`src/rtl/spi_master_ctrl.sv`:
```
// spi_master_ctrl: two-requester SPI master, mode 0 (CPOL=0, CPHA=0), MSB first.
//
// Ports
//   iCLK, iRST          system clock, asynchronous active-high reset
//   iREQ0/iDAT0/oGNT0   requester 0: level request, transmit word, grant pulse
//   iREQ1/iDAT1/oGNT1   requester 1: same as requester 0
//   oOWNER              requester owning the current or last transfer
//   oBUSY               high from the grant cycle through the oDONE cycle
//   oDONE, oRDAT        end-of-transfer pulse and received word (held to next oDONE)
//   oSCLK, oMOSI, iMISO, oCS_N   SPI bus
//
// Parameters: WL frame length (2..32), DIV system clocks per SCLK half-period (1..255).
// Build option: define SPI_ARB_RR_EN for round-robin arbitration; otherwise
// requester 0 has fixed priority.
module spi_master_ctrl #(
  parameter int WL  = 16,
  parameter int DIV = 2
) (
  input  logic          iCLK,
  input  logic          iRST,
  input  logic          iREQ0,
  input  logic [WL-1:0] iDAT0,
  output logic          oGNT0,
  input  logic          iREQ1,
  input  logic [WL-1:0] iDAT1,
  output logic          oGNT1,
  output logic          oOWNER,
  output logic          oBUSY,
  output logic          oDONE,
  output logic [WL-1:0] oRDAT,
  output logic          oSCLK,
  output logic          oMOSI,
  input  logic          iMISO,
  output logic          oCS_N
);

  localparam int            EW        = $clog2(2 * WL);
  localparam logic [7:0]    DIV_LAST  = 8'(DIV - 1);
  localparam logic [EW-1:0] EDGE_LAST = EW'(2 * WL - 1);

  typedef enum logic [2:0] {IDLE, SETUP, SHIFT, HOLD, DONE} state_t;

  state_t        state_q, state_d;
  logic [WL-1:0] tx_q, tx_d;
  logic [WL-1:0] rx_q, rx_d;
  logic [WL-1:0] rdat_q, rdat_d;
  logic [7:0]    div_q, div_d;
  logic [EW-1:0] edge_q, edge_d;
  logic          sclk_q, sclk_d;
  logic          cs_n_q, cs_n_d;
  logic          gnt0_q, gnt0_d;
  logic          gnt1_q, gnt1_d;
  logic          owner_q, owner_d;
  logic          armed_q, armed_d;
  logic          win1;

`ifdef SPI_ARB_RR_EN
  // ptr_q = 1 means requester 1 wins the next tie.
  logic ptr_q, ptr_d;

  always_ff @(posedge iCLK or posedge iRST) begin
    if (iRST) ptr_q <= 1'b0;
    else      ptr_q <= ptr_d;
  end
`endif

  always_comb begin
    state_d = state_q;
    tx_d    = tx_q;
    rx_d    = rx_q;
    rdat_d  = rdat_q;
    div_d   = div_q;
    edge_d  = edge_q;
    sclk_d  = sclk_q;
    cs_n_d  = cs_n_q;
    gnt0_d  = 1'b0;
    gnt1_d  = 1'b0;
    owner_d = owner_q;
    // Blocks a grant on the first edge after reset release.
    armed_d = 1'b1;
`ifdef SPI_ARB_RR_EN
    ptr_d   = ptr_q;
    win1    = iREQ1 & (~iREQ0 | ptr_q);
`else
    win1    = iREQ1 & ~iREQ0;
`endif

    case (state_q)
      IDLE: begin
        if (armed_q && (iREQ0 || iREQ1)) begin
          state_d = SETUP;
          tx_d    = win1 ? iDAT1 : iDAT0;
          gnt0_d  = ~win1;
          gnt1_d  = win1;
          owner_d = win1;
          cs_n_d  = 1'b0;
          div_d   = '0;
`ifdef SPI_ARB_RR_EN
          ptr_d   = ~win1;
`endif
        end
      end
      SETUP: begin
        if (div_q == DIV_LAST) begin
          div_d   = '0;
          state_d = SHIFT;
        end else begin
          div_d = div_q + 8'd1;
        end
      end
      SHIFT: begin
        if (div_q == DIV_LAST) begin
          div_d  = '0;
          sclk_d = ~sclk_q;
          // Rising SCLK samples MISO; falling SCLK presents the next MOSI bit.
          if (!sclk_q) rx_d = {rx_q[WL-2:0], iMISO};
          else         tx_d = {tx_q[WL-2:0], 1'b0};
          if (edge_q == EDGE_LAST) begin
            edge_d  = '0;
            state_d = HOLD;
          end else begin
            edge_d = edge_q + 1'b1;
          end
        end else begin
          div_d = div_q + 8'd1;
        end
      end
      HOLD: begin
        if (div_q == DIV_LAST) begin
          div_d   = '0;
          state_d = DONE;
          cs_n_d  = 1'b1;
          rdat_d  = rx_q;
        end else begin
          div_d = div_q + 8'd1;
        end
      end
      DONE:    state_d = IDLE;
      default: state_d = IDLE;
    endcase
  end

  always_ff @(posedge iCLK or posedge iRST) begin
    if (iRST) begin
      state_q <= IDLE;
      tx_q    <= '0;
      rx_q    <= '0;
      rdat_q  <= '0;
      div_q   <= '0;
      edge_q  <= '0;
      sclk_q  <= 1'b0;
      cs_n_q  <= 1'b1;
      gnt0_q  <= 1'b0;
      gnt1_q  <= 1'b0;
      owner_q <= 1'b0;
      armed_q <= 1'b0;
    end else begin
      state_q <= state_d;
      tx_q    <= tx_d;
      rx_q    <= rx_d;
      rdat_q  <= rdat_d;
      div_q   <= div_d;
      edge_q  <= edge_d;
      sclk_q  <= sclk_d;
      cs_n_q  <= cs_n_d;
      gnt0_q  <= gnt0_d;
      gnt1_q  <= gnt1_d;
      owner_q <= owner_d;
      armed_q <= armed_d;
    end
  end

  assign oGNT0  = gnt0_q;
  assign oGNT1  = gnt1_q;
  assign oOWNER = owner_q;
  assign oBUSY  = (state_q != IDLE);
  assign oDONE  = (state_q == DONE);
  assign oRDAT  = rdat_q;
  assign oSCLK  = sclk_q;
  assign oMOSI  = tx_q[WL-1];
  assign oCS_N  = cs_n_q;

endmodule
```
`config.mk`:
```
export PLATFORM = sky130hd
export DESIGN_NAME = spi_master_ctrl
export DESIGN_NICKNAME = d
export VERILOG_FILES = /design/src/rtl/spi_master_ctrl.sv
export SDC_FILE = /design/constraint.sdc
export NUM_CORES = 1
export LEC_CHECK = 0
export ABC_AREA = 1
export BUFFER_PORTS_ARGS = -buffer_cell sky130_fd_sc_hd__buf_2
export CORE_MARGIN = 5
export CORE_UTILIZATION = 40
export DETAILED_ROUTE_END_ITERATION = 16
export GPL_TIMING_DRIVEN = 1
export SLEW_MARGIN = 20
export SYNTH_ARGS = -nofsm -noshare
export SYNTH_HDL_FRONTEND = slang
export SYNTH_SLANG_ARGS = --single-unit
```
`constraint.sdc`:
```
create_clock -name iCLK -period 5.6 [get_ports iCLK]
set_clock_uncertainty 0.15 [all_clocks]
set_input_delay 1.12 -clock iCLK [delete_from_list [all_inputs] [get_ports iCLK]]
set_output_delay 1.12 -clock iCLK [all_outputs]
set_load 0.01 [all_outputs]
```
==> results of run 1 <==
-- Yosys cell counts --
cell type  instances  area (sq um)
nand2_1          145           544
dfrtp_1           69          1730
inv_1             65           244
nand3_1           51           255
o21ai_0           21           105
o21ai_1           20           100
nand4_1           19           119
buf_2             12          60.1
nor2_1             8          30.0
inv_2              6          22.5
nand2_2            5          31.3
buf_4              4          30.0
ha_1               4          50.1
a21oi_1            3          15.0
nor2_2             3          18.8
clkbuf_1           2          7.51
nand2_4            2          22.5
nor3_1             2          10.0
xor2_1             2          17.5
a21oi_2            1          8.76
a21oi_4            1          16.3
buf_6              1          11.3
conb_1             1          3.75
dfstp_2            1          26.3
nand3_4            1          17.5
nand3b_1           1          7.51
nor2_8             1          20.0
nor3_4             1          16.3
o22ai_1            1          6.26
-- cells in the final DEF, fill, tap and decap left out, types with 2 or more instances in the layout --
| cell | count |
|---|---|
| clkinv_4 | 2 |
| o21ai_0 | 21 |
| nor2_2 | 3 |
| buf_2 | 60 |
| nor2_1 | 8 |
| dfrtp_1 | 69 |
| clkbuf_8 | 9 |
| nand4_1 | 19 |
| clkinv_2 | 3 |
| nand2_1 | 145 |
| nand2_2 | 5 |
| nand2_4 | 2 |
| a21oi_1 | 3 |
| nand3_1 | 51 |
| inv_1 | 64 |
| xor2_1 | 2 |
| o21ai_1 | 20 |
| inv_2 | 7 |
| ha_1 | 4 |
| nor3_1 | 2 |
-- worst max-delay path: stages --
cell,delay (ps)
buf_2,220
o21ai_1,200
nand3_1,610
nand3_4,480
nand2_1,100
nand2_1,80
-- worst max-delay path by stage --
stage	startpoint	slack (ps)	endpoint
2_1_floorplan	iRST	2560	armed_q
3_3_place_gp	iREQ1	2620	tx_q[4]
3_5_place_dp	iREQ1	2580	tx_q[14]
4_1_cts	iREQ1	2960	tx_q[14]
5_1_grt	iREQ1	2740	tx_q[12]
6_report	iREQ1	2920	tx_q[13]
-- report_power, final --
group          switching (mW)  internal, mW
Clock                   0.187         0.205
Combinational           0.480         0.228
Sequential             0.0963         0.643
-- per-layer routing --
| layer | routed length [um] | share of wire |
|---|---|---|
| met2 | 3530 | 0.46 |
| met1 | 3630 | 0.48 |
| met3 | 322 | 0.042 |
| met4 | 107 | 0.014 |
| met5 | 0 | 0 |
-- area by class of cell --
cell class                      instances  share of cell area
Inverter                               71              0.0655
Sequential cell                        70               0.431
Multi-Input combinational cell        293               0.348
Tap cell                              108              0.0332
Clock buffer                           10              0.0314
Timing Repair Buffer                   61              0.0757
Clock inverter                          6              0.0154
-- registers in the layout, indices dropped and copies added (netlist names), 3 cells and up --
| name | count |
|---|---|
| div_q | 8 |
| edge_q | 5 |
| oRDAT | 16 |
| rx_q | 16 |
| state_q | 3 |
| tx_q | 16 |
-- logic make-up after synthesis --
family                   after synthesis  synth area share
AND/OR/NAND/NOR                      239             0.308
buffers and inverters                 90             0.106
flip-flops                            70             0.495
AO/OA/AOI/OAI                         47            0.0710
adder cells (fa/ha/maj)                4            0.0141
XOR/XNOR                               2           0.00494
other                                  1           0.00106
-- per-stage QoR --
stage | setup WS [ps] | hold slack, ps | power, mW | area [sq um] | instances
after global routing | 2740 | 355 | 2.01 | 4070 | 619
after floorplan | 2560 | 292 | 1.30 | 3540 | 453
after detailed placement | 2580 | 309 | 1.46 | 3880 | 603
after CTS | 2960 | 321 | 1.87 | 4070 | 619
after global placement | 2620 | 303 | 1.44 | 3880 | 603
final | 2920 | 318 | 1.84 | 4070 | 619
==> qor.yml, run 1 <==
status: "completed"
grt_pass1_vias: 2858
port_buffers: 60
fp.dieW_um: 104
cts.sinks: 70
globalplace.congestion: 0.791
r2r-start: "state_q[2]"
synth_warnings: 0
wl_per_cell_um: 12.3
post_cts_resized: 0
rsz0062_at_grt: "no"
synth_nets: 494
dieArea_sq_um: 10800
busiest_layer: "met2"
finalCriticalPeriod_ps: 2680
fmax_mhz: 373
yosysSeqAreaShare: 0.495
reg2reg_slack_ps: 3310
tightest_slew_ps: 937
fill_cells: 898
synth_cells: 453
grtUsageMet3: 0.0422
tns_ps: 0
cts_root_buf: "clkbuf_8"
cts_hold_buf: 0
drive_gt1_frac: 0.194
multi_input_area_sq_um: 1420
clkSlewWorstSetupHoldPaths_ps: 80
worstPathRequired_ps: 5730
grt_max_degree: 53
numCtsBuffers: 9
final-seq-area_sq_um: 1750
clockBufferDepth: 2
post_cts_buffers: 0
cts_tree: "yes"
setup_viol: 0
ff2ff_path_depth: 6
die_y_um: 104
routed_via_density: 4.80
diodes: 0
area_delta_synth_final_pct: 14.8
hold_path_depth: 2
leakagePower_nw: 2.21
grt-ovfl-total: 0
p_per_area_nw_per_um2: 452
rows: 34
drc: 0
fin_nets: 547
antenna_found_initial: 0
post-route-util: 0.469
firstDrtPassIters: 4
hold_path_end: "oCS_N"
initial_core_util: 0.408
crit_fanout: 21
ys_ff_latch: 70
min-delay-path-class: "register to register"
track_usage: 0.146
grt_pass1_wl_um: 13200
slew_violations: 0
insertion_delay_ps: 340
rr_endpoint: "rx_q[2]"
fp.coreArea_sq_um: 8680
cts-htree-levels: 3
relSlewSlack: 0.374
num_vias: 2974
max_cap_viol_count: 0
ir_drop_mv: 0.251
ant_nets: 0
fin_crit_sh: 0.479
start_kind: "primary input"
worstSetupPathType: "primary input to register"
hold_viol_final: 0
syn_area_sq_um: 3540
synth_cell_type_count: 29
grtUsageMet1: 0.195
worstPathArrival_ps: 2820
drtIter0Drc: 117
wirelength_um: 7600
pin_count: 61
critPathCaptureType: "register"
hold_start: "oCS_N"
syn_area_per_cell_sq_um: 7.82
grt_use_met2: 0.228
place_hpwl_um: 5350
Note: power is estimated with default switching activity, not from simulation.
==> run 2: changes to the inputs <==
--- a/config.mk
+++ b/config.mk
@@ -5,7 +5,7 @@
 export SDC_FILE = /design/constraint.sdc
 export NUM_CORES = 1
 export LEC_CHECK = 0
-export ABC_AREA = 1
+export ABC_AREA = 0
 export BUFFER_PORTS_ARGS = -buffer_cell sky130_fd_sc_hd__buf_2
 export CORE_MARGIN = 5
 export CORE_UTILIZATION = 40
==> constraint.sdc (replaced) <==
create_clock -name iCLK -period 2.7 [get_ports iCLK]
set_clock_uncertainty 0.15 [all_clocks]
set_input_delay 0.54 -clock iCLK [delete_from_list [all_inputs] [get_ports iCLK]]
set_output_delay 0.54 -clock iCLK [all_outputs]
set_load 0.01 [all_outputs]
==> qor.yml, run 2 <==
finalCriticalPeriod_ps: 2310
synth_nets: 303  # -39%
cts.sinks: 70  # unchanged
max_stage_delay_ps: 490  # -120 ps
cts_tree: "yes"
routed_via_density: 4.91  # +2.2%
start_kind: "register"
wl_per_cell_um: 14.0  # +14%
fill_cells: 745  # -17%
grt_pass1_wl_um: 10200  # -23%
rows: 33  # -2.9%
place_hpwl_um: 4170  # -22%
rsz0062_at_grt: "no"
track_usage: 0.129  # -0.0171
tns_ps: 0  # unchanged
fin_nets: 366  # -33%
wl_met2_um: 2770  # -22%
area_delta_synth_final_pct: 18.8
final_common_cell: "dfrtp_1"
setup_viol: 0  # unchanged
power.internal_mw: 2.30  # +110%
ys_ff_latch: 70  # unchanged
yosysSeqAreaShare: 0.532  # +0.0374
r2r-start: "div_q[1]"
wirelength_um: 6080  # -20%
ant_nets: 0  # unchanged
numCtsBuffers: 9  # unchanged
synth_top_area_frac: 0.524  # +0.0368
min-delay-path-class: "primary input to asynchronous set/reset pin"
cts_root_buf: "clkbuf_8"
seqPwrFrac: 0.450  # +0.048
syn_area_per_cell_sq_um: 12.6  # +61%
finalInstanceArea_sq_um: 3910  # -3.8%
synthTopCellsByArea: "dfrtp_1 52%, mux2_2 14%, mux2i_1 4.9%, mux2_1 3.4%, nor2_1 2.8%"
worst_slack_ps: 392  # -2530 ps
clkPwrFrac: 0.264  # +0.051
p_sw_mw: 1.08  # +42%
insertion_delay_ps: 340  # about the same
clockBufferDepth: 2  # unchanged
globalplace.congestion: 0.838  # +6.0%
synth_edf_count: 0  # unchanged
yosysTopAreaCell: "dfrtp_1"
worstSetupPathType: "register to primary output"
max_cap_viol_count: 0  # unchanged
worstPathArrival_ps: 1620  # -1200 ps
grt_pass1_vias: 2140  # -25%
leakagePower_nw: 2.01  # -9.3%
comb_power_share: 0.285  # -0.100
dpl_cell_area_sq_um: 3690  # -4.7%
mostFrequentLayoutCells: "69 x dfrtp_1, 60 x buf_2, 40 x mux2_2"
synth_cells: 262  # -42%
synthTopCellsByCount: "69 x dfrtp_1, 40 x mux2_2, 25 x nor2_1"
fmax_mhz: 433
post_cts_buffers: 0  # unchanged
fp.coreArea_sq_um: 8130  # -6.3%
grt-ovfl-total: 0  # unchanged
grt_max_degree: 71  # +34%
post_cts_resized: 0  # unchanged
p_per_area_nw_per_um2: 865  # +91%
antenna_found_initial: 0  # unchanged
slowest_stage: "dfrtp_1"
fp.dieW_um: 101  # -3.2%
diodes: 0  # unchanged
drtIter0Drc: 63  # -46%
initial_core_util: 0.405  # -0.00329
hold_viol_final: 0  # unchanged
worstPathRequired_ps: 2010  # -3720 ps
status: "completed"
cts-htree-levels: 3  # unchanged
tightest_slew_ps: 548  # -389 ps
critPathCaptureType: "primary output"
drc: 0  # unchanged
crit_chain: "nor2_1, and2_1, buf_2"
dieArea_sq_um: 10200  # -6.4%
pin_count: 61  # unchanged
num_vias: 2135  # -28%
clkSlewWorstSetupHoldPaths_ps: 70  # about the same
synthFlopType: "dfrtp_1"
slew_violations: 0  # unchanged
ir_drop_mv: 0.428  # +71%
wl_met3_um: 482  # +50%
synth_cell_type_count: 50  # +72%
wl_met1_um: 2750  # -24%
place_ws_ps: 378  # -2210 ps
cts_hold_buf: 0  # unchanged
synth_warnings: 0  # unchanged
p_sw_frac: 0.320  # -0.0947
firstDrtPassIters: 4  # unchanged
die_y_um: 101  # -3.2%
yosysMostFrequentCell: "dfrtp_1"
highest_layer: "met4"
port_buffers: 60  # unchanged
async_reset_ff_frac: 1.00  # unchanged
crit_fanout: 9  # -57%
relSlewSlack: 0.625  # +0.251
drive_gt1_frac: 0.391  # +0.197
syn_area_sq_um: 3290  # -7.0%
fin_crit_sh: 0.855
ff2ff_path_depth: 6  # unchanged
startpoint: "state_q[1]"
==> run 2: stage by stage <==
step	util	std cells	hold slack, ps	total power, mW
floorplan	-	262	304	2.28
global placement	0.454	419	307	2.49
detailed placement	0.454	419	317	2.53
CTS	0.481	435	124	3.44
global route	0.481	435	142	3.64
finish	0.481	435	120	3.38
==> run 2: area by class of cell <==
cell class | instances | area, sq um | area share
clock buffer | 13 | 179 | 0.0457
clock inverter | 3 | 40.0 | 0.0102
inverter | 6 | 22.5 | 0.00576
multi-input combinational | 173 | 1440 | 0.367
sequential | 70 | 1750 | 0.448
tap | 105 | 131 | 0.0336
timing repair buffer | 65 | 350 | 0.0895
==> run 2: cells by family after synthesis <==
group                      Yosys count  share of synthesized area
muxes                               66                      0.220
AOI/OAI and AO/OA                   37                     0.0733
other                                1                    0.00114
adders and majority gates            4                     0.0152
xor gates and xnor gates             6                     0.0160
DFF                                 70                      0.532
and+or+nand+nor                     59                      0.111
buffers and inverters               19                     0.0319
==> run 2: path summary, 6_finish.rpt <==
kind | endpoint | slack [ps]
min in group iCLK | rx_q[0] | 280
max reg2reg | tx_q[12] | 420
min | tx_q[15] | 120
max in group asynchronous | oCS_N | 1960
min reg2reg | oCS_N | 330
max | oDONE | 390
==> run 2: critical path, delay by kind of cell, from the launching register on <==
kind                   cells  cell delay, ps
and+or+nand+nor            2             670
DFF                        1             490
buffers and inverters      1             130
==> run 2: power by group through the flow <==
| stage | Sequential [mW] | Clock [mW] | Combinational [mW] |
|---|---|---|---|
| after floorplan | 1.48 | 0 | 0.804 |
| after global placement | 1.53 | 0 | 0.966 |
| after detailed placement | 1.54 | 0 | 0.989 |
| after CTS | 1.52 | 0.926 | 0.991 |
| after global routing | 1.56 | 0.981 | 1.10 |
| final | 1.52 | 0.894 | 0.966 |
==> run 2: metal layers <==
metal | vias to the layer above | track usage
li1 | 1056 | -
met5 | - | 0
met2 | 45 | 0.191
met4 | 0 | 0.0497
met3 | 8 | 0.0547
met1 | 1026 | 0.167
==> run 3: changes to the inputs <==
--- a/config.mk
+++ b/config.mk
@@ -8,9 +8,10 @@
 export ABC_AREA = 0
 export BUFFER_PORTS_ARGS = -buffer_cell sky130_fd_sc_hd__buf_2
 export CORE_MARGIN = 5
-export CORE_UTILIZATION = 40
+export CORE_UTILIZATION = 55
 export DETAILED_ROUTE_END_ITERATION = 16
 export GPL_TIMING_DRIVEN = 1
+export PLACE_DENSITY = 0.79
 export SLEW_MARGIN = 20
 export SYNTH_ARGS = -nofsm -noshare
 export SYNTH_HDL_FRONTEND = slang
==> qor.yml, run 3 (same netlist as run 2, synthesis figures left out) <==
ir_drop_mv: 0.481  # +12%
diodes: 0  # unchanged
initial_core_util: 0.560  # +0.155
drive_gt1_frac: 0.392  # +0.000657
place_hpwl_um: 4370  # +4.7%
clkSlewWorstSetupHoldPaths_ps: 80  # about the same
num_vias: 2163  # +1.3%
area_delta_synth_final_pct: 17.9
grt_max_degree: 32  # -55%
leakagePower_nw: 2.01  # about the same
rows: 28  # -15%
cts-htree-levels: 3  # unchanged
drc: 0  # unchanged
p_per_area_nw_per_um2: 886  # +2.5%
drtIter0Drc: 115  # +83%
path_delay_family: "simple AND/OR/NAND/NOR gates"
routed_via_density: 5.31  # +8.3%
slew_violations: 0  # unchanged
comb_power_share: 0.308  # +0.023
track_usage: 0.181  # +0.0519
dieArea_sq_um: 7640  # -25%
setup_viol: 0  # unchanged
firstDrtPassIters: 4  # unchanged
min-delay-path-class: "primary input to asynchronous set/reset pin"
relSlewSlack: 0.598  # -0.0274
status: "completed"
hold_viol_final: 0  # unchanged
antenna_found_initial: 0  # unchanged
grt-ovfl-total: 0  # unchanged
numCtsBuffers: 9  # unchanged
final_common_cell: "dfrtp_1"
clkPwrFrac: 0.262  # -0.002
post_cts_resized: 0  # unchanged
seqPwrFrac: 0.430  # -0.020
worstPathRequired_ps: 2770  # +760 ps
critPathCaptureType: "register"
fmax_mhz: 405  # -6.6%
start_kind: "register"
tns_ps: 0  # unchanged
p_sw_mw: 1.12  # +3.7%
post_cts_buffers: 0  # unchanged
power.internal_mw: 2.32  # +0.89%
slowest_stage: "o21ai_4"
fp.dieW_um: 87.4  # -13%
fin_nets: 368  # +0.55%
rsz0062_at_grt: "no"
grt_pass1_wl_um: 10600  # +3.7%
clockBufferDepth: 2  # unchanged
crit_buf_inv: 1  # unchanged
ant_nets: 0  # unchanged
p_sw_frac: 0.327  # +0.00603
crit_fanout: 16  # +7
cts.sinks: 70  # unchanged
wl_per_cell_um: 15.0  # +7.7%
max_cap_viol_count: 0  # unchanged
hold_ws_ps: 92.9  # -26.8 ps
mostFrequentLayoutCells: "69 x dfrtp_1, 60 x buf_2, 40 x mux2_2"
port_buffers: 60  # unchanged
cts_root_buf: "clkbuf_8"
fin_crit_sh: 0.915  # +0.0603
wirelength_um: 6120  # +0.74%
worstSetupPathType: "register to register"
crit_chain: "inv_1, ha_1, nor4b_4, nand3b_4, o21ai_4, mux2_2"
finalCriticalPeriod_ps: 2470  # +163 ps
die_y_um: 87.4  # -13%
fp.coreArea_sq_um: 5890  # -28%
grt_pass1_vias: 2203  # +2.9%
insertion_delay_ps: 340  # about the same
cts_hold_buf: 0  # unchanged
globalplace.congestion: 0.874  # +4.3%
max_stage_delay_ps: 490  # about the same
tightest_slew_ps: 600  # +51.2 ps
pin_count: 61  # unchanged
cts_tree: "yes"
worstPathArrival_ps: 2540  # +920 ps
run 3: path summary, 6_finish.rpt:
check | from | to | slack, ps | cells after the start
setup / recovery | div_q[1] | tx_q[8] | 230 | 6
min in group iCLK | iMISO | rx_q[0] | 280 | 2
hold / removal | iRST | oRDAT[13] | 90 | 2
hold reg to reg | oCS_N | oCS_N | 330 | 2
max in group asynchronous | iRST | rx_q[6] | 1610 | 3
setup reg to reg | div_q[1] | tx_q[8] | 230 | 6
run 3: through the flow:
| step | worst slack [ps] | std cells | utilization | instance area, sq um | total power, mW |
|---|---|---|---|---|---|
| after global placement | 348 | 391 | 0.624 | 3670 | 2.50 |
| after floorplan | 243 | 262 | - | 3290 | 2.28 |
| final | 229 | 407 | 0.660 | 3880 | 3.44 |
| after detailed placement | 242 | 391 | 0.624 | 3670 | 2.56 |
| after global routing | 51.1 | 407 | 0.660 | 3880 | 3.68 |
| after CTS | 220 | 407 | 0.660 | 3880 | 3.47 |
run 3: layout make-up:
class	count	area [sq um]
sequential	70	1750
timing repair buffer	67	365
clock buffer	10	128
inverter	6	22.5
multi-input combinational	173	1440
fill	450	2000
tap	75	93.8
clock inverter	6	86.3
run 3: power by group through the flow:
stage                     Sequential, mW  Combinational [mW]  Clock [mW]
after floorplan                     1.48               0.804           0
after global placement              1.48                1.03           0
after detailed placement            1.50                1.07           0
after CTS                           1.48                1.08       0.919
after global routing                1.51                1.19       0.975
final                               1.48                1.06       0.902
run 3: worst reg2reg max path: stages, from the launching register on:
cell and delay, ps:
dfrtp_1 440, inv_1 80, ha_1 150, nor4b_4 360, nand3b_4 270, o21ai_4 500, mux2_2 400
run 3: routing by layer:
metal / track usage / wire [um] / vias up
met2: 0.273 / 2910 / 50
li1: - / - / 1055
met3: 0.0473 / 411 / 10
met4: 0.0837 / 110 / 0
met5: 0 / 0 / -
met1: 0.244 / 2690 / 1048
